$ cat src/rtl/parser_arb_pkg.sv
// Shared types and widths for the parser feed arbiter.
// Latency: n/a (declarations only).
// Backpressure: n/a.
// Contents: default message/object widths, arbiter FSM state encoding, order-object type.
package parser_arb_pkg;

  localparam int MSG_W = 320;
  localparam int OBJ_W = 162;

  typedef enum logic [1:0] {
    IDLE  = 2'd0,
    ISSUE = 2'd1,
    WAIT  = 2'd2,
    DONE  = 2'd3
  } arb_state_t;

  typedef logic [OBJ_W-1:0] obj_t;

endpackage

$ cat src/rtl/rr_picker.sv
// Round-robin picker: selects the first requesting index at or after ptr, wrapping.
// Latency: purely combinational.
// Backpressure: none; the caller decides whether the grant is taken this cycle.
// Ports: req_i (one bit per requester), ptr_i (search start), grant_idx_o (winner), any_o (some request set).
module rr_picker #(
  parameter int N     = 4,
  parameter int IDX_W = $clog2(N)
) (
  input  logic [N-1:0]     req_i,
  input  logic [IDX_W-1:0] ptr_i,
  output logic [IDX_W-1:0] grant_idx_o,
  output logic             any_o
);

  logic [IDX_W-1:0] cand;

  always_comb begin
    grant_idx_o = '0;
    any_o       = 1'b0;
    cand        = '0;
    // Walk from the farthest offset back towards ptr so the nearest request is written last and wins.
    for (int i = N - 1; i >= 0; i--) begin
      cand = IDX_W'((int'(ptr_i) + i) % N);
      if (req_i[cand]) begin
        grant_idx_o = cand;
        any_o       = 1'b1;
      end
    end
  end

endmodule

$ cat src/rtl/parser_feed_arbiter.sv
// Shares one order_book_parser between NUM_FEEDS feed buffers, round-robin, one message in flight.
// Latency: pop and parser request visible the cycle after grant; obj_valid the cycle after parser_ready.
// Backpressure: obj_ready low holds DONE (no new grant); parser silence past PARSE_TIMEOUT drops the message.
// Ports: feed_valid/feed_msg/feed_pop (ingress FIFOs), parser_buffer_* / parser_out_object / parser_ready
//        (parser), obj_valid/obj_data/obj_src/obj_ready (downstream), timeout_err, msg_count (status).
module parser_feed_arbiter #(
  parameter int NUM_FEEDS     = 4,
  parameter int MSG_W         = parser_arb_pkg::MSG_W,
  parameter int OBJ_W         = parser_arb_pkg::OBJ_W,
  parameter int PARSE_TIMEOUT = 8
) (
  input  logic                         clk,
  input  logic                         reset,
  input  logic [NUM_FEEDS-1:0]         feed_valid,
  input  logic [NUM_FEEDS*MSG_W-1:0]   feed_msg,
  output logic [NUM_FEEDS-1:0]         feed_pop,
  output logic                         parser_buffer_not_empty,
  output logic [MSG_W-1:0]             parser_buffer_text,
  input  logic [OBJ_W-1:0]             parser_out_object,
  input  logic                         parser_ready,
  output logic                         obj_valid,
  output logic [OBJ_W-1:0]             obj_data,
  output logic [$clog2(NUM_FEEDS)-1:0] obj_src,
  input  logic                         obj_ready,
  output logic                         timeout_err,
  output logic [15:0]                  msg_count
);

  import parser_arb_pkg::*;

  localparam int IDX_W = $clog2(NUM_FEEDS);
  localparam int TMR_W = $clog2(PARSE_TIMEOUT);

  arb_state_t           state_q;
  logic [IDX_W-1:0]     rr_ptr_q, rr_ptr_d;
  logic [IDX_W-1:0]     src_q;
  logic [IDX_W-1:0]     grant_idx;
  logic                 grant_any;
  logic [MSG_W-1:0]     msg_q;
  logic [OBJ_W-1:0]     obj_q;
  logic [TMR_W-1:0]     timer_q;
  logic [15:0]          msg_count_q, msg_count_d;
  logic [NUM_FEEDS-1:0] pop_q;
  logic                 req_q;
  logic                 obj_vld_q;
  logic                 timeout_q;
  logic [MSG_W-1:0]     feed_slice [NUM_FEEDS];

  for (genvar g = 0; g < NUM_FEEDS; g++) begin : g_slice
    assign feed_slice[g] = feed_msg[g*MSG_W +: MSG_W];
  end

  rr_picker #(
    .N     (NUM_FEEDS),
    .IDX_W (IDX_W)
  ) u_rr_picker (
    .req_i       (feed_valid),
    .ptr_i       (rr_ptr_q),
    .grant_idx_o (grant_idx),
    .any_o       (grant_any)
  );

  // After a message finishes (delivered or dropped) the search restarts just past its source.
  assign rr_ptr_d    = (src_q == IDX_W'(NUM_FEEDS - 1)) ? '0 : src_q + 1'b1;
  assign msg_count_d = msg_count_q + 16'd1;

  always_ff @(posedge clk) begin
    if (reset) begin
      state_q     <= IDLE;
      rr_ptr_q    <= '0;
      src_q       <= '0;
      msg_q       <= '0;
      obj_q       <= '0;
      timer_q     <= '0;
      msg_count_q <= '0;
      pop_q       <= '0;
      req_q       <= 1'b0;
      obj_vld_q   <= 1'b0;
      timeout_q   <= 1'b0;
    end else begin
      pop_q     <= '0;
      timeout_q <= 1'b0;
      case (state_q)
        IDLE: begin
          if (grant_any) begin
            msg_q   <= feed_slice[grant_idx];
            src_q   <= grant_idx;
            pop_q   <= NUM_FEEDS'(1) << grant_idx;
            req_q   <= 1'b1;
            state_q <= ISSUE;
          end
        end
        ISSUE: begin
          timer_q <= '0;
          state_q <= WAIT;
        end
        WAIT: begin
          // A ready arriving on the last allowed cycle still counts; the timeout branch is the fallback.
          if (parser_ready) begin
            obj_q     <= parser_out_object;
            req_q     <= 1'b0;
            obj_vld_q <= 1'b1;
            state_q   <= DONE;
          end else if (timer_q == TMR_W'(PARSE_TIMEOUT - 1)) begin
            req_q     <= 1'b0;
            timeout_q <= 1'b1;
            rr_ptr_q  <= rr_ptr_d;
            state_q   <= IDLE;
          end else begin
            timer_q <= timer_q + 1'b1;
          end
        end
        DONE: begin
          if (obj_ready) begin
            obj_vld_q   <= 1'b0;
            msg_count_q <= msg_count_d;
            rr_ptr_q    <= rr_ptr_d;
            state_q     <= IDLE;
          end
        end
      endcase
    end
  end

  assign feed_pop                = pop_q;
  assign parser_buffer_not_empty = req_q;
  assign parser_buffer_text      = msg_q;
  assign obj_valid               = obj_vld_q;
  assign obj_data                = obj_q;
  assign obj_src                 = src_q;
  assign timeout_err             = timeout_q;
  assign msg_count               = msg_count_q;

endmodule

$ cat config.mk
export PLATFORM = sky130hd
export DESIGN_NAME = parser_feed_arbiter
export DESIGN_NICKNAME = d
export VERILOG_FILES = /design/src/rtl/parser_arb_pkg.sv /design/src/rtl/rr_picker.sv /design/src/rtl/parser_feed_arbiter.sv
export SDC_FILE = /design/constraint.sdc
export NUM_CORES = 2
export LEC_CHECK = 0
export ABC_CLOCK_PERIOD_IN_PS = 2800
export CAP_MARGIN = 20
export CELL_PAD_IN_SITES_DETAIL_PLACEMENT = 0
export CELL_PAD_IN_SITES_GLOBAL_PLACEMENT = 1
export CORE_AREA = 3 3 757 759
export DETAILED_ROUTE_END_ITERATION = 10
export DIE_AREA = 0 0 760 762
export HOLD_SLACK_MARGIN = 0.02
export PLACE_DENSITY = 0.37
export SLEW_MARGIN = 10
export SYNTH_ARGS = -nofsm -noshare
export SYNTH_HDL_FRONTEND = slang
export SYNTH_SLANG_ARGS = --single-unit
$ cat constraint.sdc
create_clock -name clk -period 2.8 [get_ports clk]
set_input_delay 0.42 -clock clk [delete_from_list [all_inputs] [get_ports clk]]
set_output_delay 0.42 -clock clk [all_outputs]
set_load 0.01 [all_outputs]
After elaboration in Yosys (flattened, before gate mapping)
Cells that the tools add are included.

cells by class
  add/subtract/negate cells = 6
  magnitude comparators = 5
  equal/unequal tests = 12
  shift-type cells = 1
  multiplexer cells = 40
  bitwise logic cells = 4
  reductions and logical operators = 14

operators by type and width
  kind                                                        count
  binary-select mux 320 bit (select 2 bit)                    1
  2-to-1 mux 320 bit                                          2
  2-to-1 mux 2 bit                                            12
  adder 16 x 1 -> 16 bit, second input constant               1
  2-to-1 mux 1 bit                                            14
  less-than comparator 2 x 3 -> 1 bit, second input constant  4
  != test 2 bit, second input constant                        6
  AND reduction 3 bit                                         4
  binary-select mux 1 bit (select 2 bit)                      4
  one-hot mux 2 bit (4 select lines)                          1
  == test 2 bit, second input constant                        3
  2-to-1 mux 3 bit                                            2
  one-hot mux 3 bit (2 select lines)                          1
  AND reduction 2 bit                                         3
  nonzero test 2 bit                                          3
  OR reduction 3 bit                                          2
  adder 2 x 1 -> 2 bit, second input constant                 2
  adder 2 bit, second input constant                          2
  one-hot mux 1 bit (2 select lines)                          2
  one-hot mux 2 bit (2 select lines)                          1
  AND reduction 4 bit                                         1
  << shifter 1 x 2 -> 4 bit, first input constant             1
  adder 3 x 1 -> 3 bit, second input constant                 1
  == test 3 bit, second input constant                        1
  6 further kinds                                             8

word-level totals
  bits in registers = 514
  output and inout port bits = 507
  logic and storage cells = 93

Logic depth before layout (Yosys ltp)
  depth after elaboration = 11
  mapped depth = 8
  mapped depth without buffers = 7

Modules after synthesis
From an unflattened synthesis, not the netlist that was laid out.

second synthesis, totals
  cell total of the unflattened synthesis = 1973
  area total of the unflattened synthesis = 23981.8 sq um

by module, submodules not included
  module               times used  cells each  area an instance (sq um)  sequential area each (sq um)
  parser_feed_arbiter  1           1960        23904.2                   10289.9
  rr_picker            1           13          77.6                      0.0

Least setup slack after synthesis
Ideal clock, no wire load.

  kind = input port to flip-flop
  from = input feed_valid[0]
  to = register msg_q[100], in the netlist parser_buffer_text[100]
  arrival = 1.933 ns
  data required time = 2.662 ns
  slack = 0.730 ns
  stages on the path = 8
  buffers on the path = 3
  path through = nor2b_1 -> or4_4 -> buf_2 -> buf_2 -> clkbuf_1 -> and3_1 -> a211oi_1 -> o32ai_1

on the way
  cells in the longest elaborated chain, start to end = 10
  elaborated cells between the ends (all ways) = 21

RTL lines
  item                                                   line                       source
  start: declaration                                     parser_feed_arbiter.sv:14  input logic [NUM_FEEDS-1:0] feed_valid,
  binary-select mux 1 bit (select 2 bit)                 rr_picker.sv:24            if (req_i[cand]) begin
  2-to-1 mux 1 bit (implied by the code)                 rr_picker.sv:24
  2-to-1 mux 2 bit (4 in a row)                          rr_picker.sv:24
  inverter 2 -> 3 bit (implied by the code)              parser_feed_arbiter.sv:86  msg_q <= feed_slice[grant_idx];
  binary-select mux 320 bit (select 2 bit)               parser_feed_arbiter.sv:86
  2-to-1 mux 320 bit (implied by the code) (2 in a row)  parser_feed_arbiter.sv:86
  end signal: assignment                                 parser_feed_arbiter.sv:86
  end: declaration                                       parser_feed_arbiter.sv:39  logic [MSG_W-1:0] msg_q;

Several ways; a longest one is shown, not always the timed one. The select of a mux whose other input is x is not followed.
A chain may end at the register's enable or synchronous reset.

Worst setup path in the final report
  from = register rr_ptr_q[0]
  to = register msg_q[308], in the netlist parser_buffer_text[308]

on the way
  cells in the longest elaborated chain, start to end = 11
  elaborated cells between the ends (all ways) = 24

RTL lines
  item                                                   line                        source
  start: declaration                                     parser_feed_arbiter.sv:35   logic [IDX_W-1:0] rr_ptr_q, rr_ptr_d;
  start signal: assignment                               parser_feed_arbiter.sv:107  rr_ptr_q <= rr_ptr_d;
  start signal: assignment                               parser_feed_arbiter.sv:117  rr_ptr_q <= rr_ptr_d;
  adder 2 bit                                            rr_picker.sv:23             cand = IDX_W'((int'(ptr_i) + i) % N);
  binary-select mux 1 bit (select 2 bit)                 rr_picker.sv:24
  2-to-1 mux 1 bit (implied by the code)                 rr_picker.sv:24
  2-to-1 mux 2 bit (4 in a row)                          rr_picker.sv:24
  inverter 2 -> 3 bit (implied by the code)              parser_feed_arbiter.sv:86
  binary-select mux 320 bit (select 2 bit)               parser_feed_arbiter.sv:86
  2-to-1 mux 320 bit (implied by the code) (2 in a row)  parser_feed_arbiter.sv:86

Several ways; a longest one is shown, not always the timed one. The select of a mux whose other input is x is not followed.

==> metrics.txt <==
status finished, final reports clean; met2 GRT Util 23.8%; Placer Congestion 0.959; largest net degree at the start of global routing 132; First-pass DRT Iterations 5; CTS tree yes; die area 579000 um2; Starting DRT DRC Count 2927; remaining antenna violation count 0; GR peak layer met2; top cells by area, synth dfxtp_1 37%, a211oi_1 17%, and3_1 15%; r2r setup slk 0.004 ns; Post-Place Cell Area 58800 um2; leakage dissipation 0.0208 uW; GRT met1 Usage 17.4%; nets@finish 6951; Clk Latency, worst-skew pair 0.85 ns; CP top delay family compound AO/OA/AOI/OAI gates; peak supply drop 0.000445 V; synth warn 0; core area 568000 um2; worst hold endpoint obj_data[94]; CP most frequent cell buf_12; Fin Setup TNS 0 ns; Rows 277; via count 39900; clock power share 36.8%; final hold violation count 0; initial antenna violation count 385; worst setup path class register to register; die width 760 um; number of global-route vias before repair 40300; clk root buf clkbuf_16; count of cell types in the netlist 38; cts bufs inserted 89; Finished Core Util 11.0%; HP Start parser_out_object[94]; Worst-Margin Slew 1.06 ns; dpl hpwl 417000 um; CP endpoint kind register; post-CTS setup repair buffer count 0; Worst R2R End parser_buffer_text[308]; Post-Syn Nets 4916; crit-path max FO 86; NetSw 11800 uW; Avg Cell Area, Syn 7.97 um2; clk sinks 514; top cell type's share of synthesized area 37.3%; most frequent cells in the layout 1924 x clkdlybuf4s50_1, 641 x and3_1, 623 x a211oi_1, 514 x dfxtp_1, 335 x nand2_1; crit path DAT 3.49 ns; WL/cell 35.2 um; P_int 20200 uW; part of the power in combinational logic 35.7%; Relative slew margins 29.2%; Post-Synthesis Cells 3462; Finished Layout Cells 13200; max-cap viol count 0; I/O pin total 1957; R2R cell count 8; starting density of the core 4.86%; All-Layer GR Usage 15.4%; Cell Pwr Density 511 nW/um2; Port Buffers 1956; H-Tree Depth 3; Final Skew 0.102 ns; grt total ovfl 0; vias per std cell 3.01; slowest cell delay on critical path 0.64 ns; Layout area overhead 127%; CP required 3.49 ns; R2R Path Start rr_ptr_q[0]; slowest CP cell a211oi_1; post-route cell area 62500 um2; Period minus WS final 2.80 ns; Synth area leader dfxtp_1; Cell Area, Synth 27600 um2; Slew Viols, Final 0; Die H 762 um; Worst Hold Class input pin to register; Placed Cells 12900; hold path depth 3; sequential share of the synthesized area 37.3%; first-pass GRT wire length 561000 um; DRC violations left 0; clk slew on worst S/H paths 0.06 ns; fin crit share 99.9%; #FFs+latches synth 514; most common cell after layout, fill and taps aside clkdlybuf4s50_1; RSZ-0062 raised after global routing no; Sw Ratio 36.8%; Clock Path Buffers 4; FMAX 358 MHz; part of the power in registers 27.5%; share of layout cells above drive strength 1 10.1%; final setup vio count 0; CP Buf/Inv Count 3; worst-path cell chain nor2b_1 -> or4_4 -> buf_12 -> buf_12 -> buf_12 -> and3_1 -> a211oi_1 -> o32ai_1; final wirelength 466000 um; critical path launch point type register; global-route track usage on met3 10.4%
-- stage by stage --
stage | total power, uW | hold WS (ns) | setup WS (ns)
floorplan | 11800 | 0.446 | 0.730
global placement | 20600 | 0.444 | -0.915
detailed placement | 20500 | 0.444 | -0.813
CTS | 32900 | 0.0217 | 0.0111
global route | 33600 | 0.0675 | 0.00321
finish | 32000 | 0.143 | 0.00358
-- area by class of cell --
type,count,area (um2)
clock buffers,127,2530
clock inverters,31,404
well taps,7533,9430
flip-flops and latches,514,10300
diodes,137,343
inverters,322,1210
fillers,65600,505000
repair buffers,2359,23800
multi-input cells,2211,14500
-- worst max path at each step --
stage / from / endpoint / slack, ns / cells past startpoint
2_1_floorplan: feed_valid[0] / parser_buffer_text[100] / 0.73 / 8
3_3_place_gp: feed_valid[1] / parser_buffer_text[108] / -0.91 / 9
3_5_place_dp: feed_valid[1] / parser_buffer_text[271] / -0.81 / 9
4_1_cts: parser_buffer_text[249] / parser_buffer_text[249] / 0.01 / 1
5_1_grt: rr_ptr_q[0] / parser_buffer_text[308] / 0.003 / 8
6_report: rr_ptr_q[0] / parser_buffer_text[308] / 0.004 / 8
-- synthesized netlist by cell type --
library cell  number
a211oi_1         640
a21boi_0           1
a21oi_1          174
a22oi_1            1
and2_1             2
and3_1           641
and4_1             1
buf_1             40
buf_2             94
buf_4              2
clkbuf_1         278
clkbuf_4           1
dfxtp_1          514
ha_1               4
inv_1            322
mux2i_1            3
nand2_1          336
nand2_2            1
nand2b_1           6
nand3_1            8
nand4_1            6
nand4b_1           1
nor2_1            24
nor2b_1            4
nor3_1             7
nor4_1             2
o211ai_1           1
o21ai_0            5
o31ai_2            1
o32a_1             1
o32ai_1          320
o32ai_2            1
or2_1              1
or2_2              1
or3_1              5
or4_4              1
xnor2_1            6
xor2_1             6
-- tightest hold or removal path, cell delays in order --
cell and delay, ns:
clkdlybuf4s50_1 0.40, nand2_1 0.06, a21oi_1 0.05
-- layer usage --
layer,vias to the layer above,routed length (um)
met4,216,14600
met5,-,1450
met1,19300,179000
li1,17200,-
met2,2405,198000
met3,718,72500
-- sequential cells by signal (all words and copies together) (netlist names) --
name / count
parser_buffer_text: 320
obj_data: 162
msg_count: 16
feed_pop: 4
timer_q: 3
obj_src: 2
rr_ptr_q: 2
state_q: 2
obj_valid: 1
parser_buffer_not_empty: 1
timeout_err: 1
-- power by group through the flow --
stage	registers [uW]	clock network (uW)	logic, uW
finish	8790	11800	11400
global route	8880	12500	12200
CTS	8820	12400	11700
detailed placement	8960	0	11600
global placement	8960	0	11600
floorplan	9040	0	2780
-- kinds of logic (layout without fill, tap and decap cells) --
kind of cell / count (synthesis) / after routing / share of synthesized area [%]
AOI/OAI and AO/OA: 1145 / 1145 / 31.1
DFF: 514 / 514 / 37.3
adders and majority gates: 4 / 4 / 0.182
xor gates and xnor gates: 12 / 12 / 0.381
other: 0 / 137 / 0
muxes: 3 / 3 / 0.109
buffers and inverters: 737 / 2839 / 10.5
and+or+nand+nor: 1047 / 1047 / 20.5
-- what timing repair did --
action,4_1_cts,5_1_grt
endpoints found under the setup margin,12,10
endpoints found under the hold margin,37,0
resized for setup,12,10
hold buffers,30,0
(Power assumes the default switching activity.)
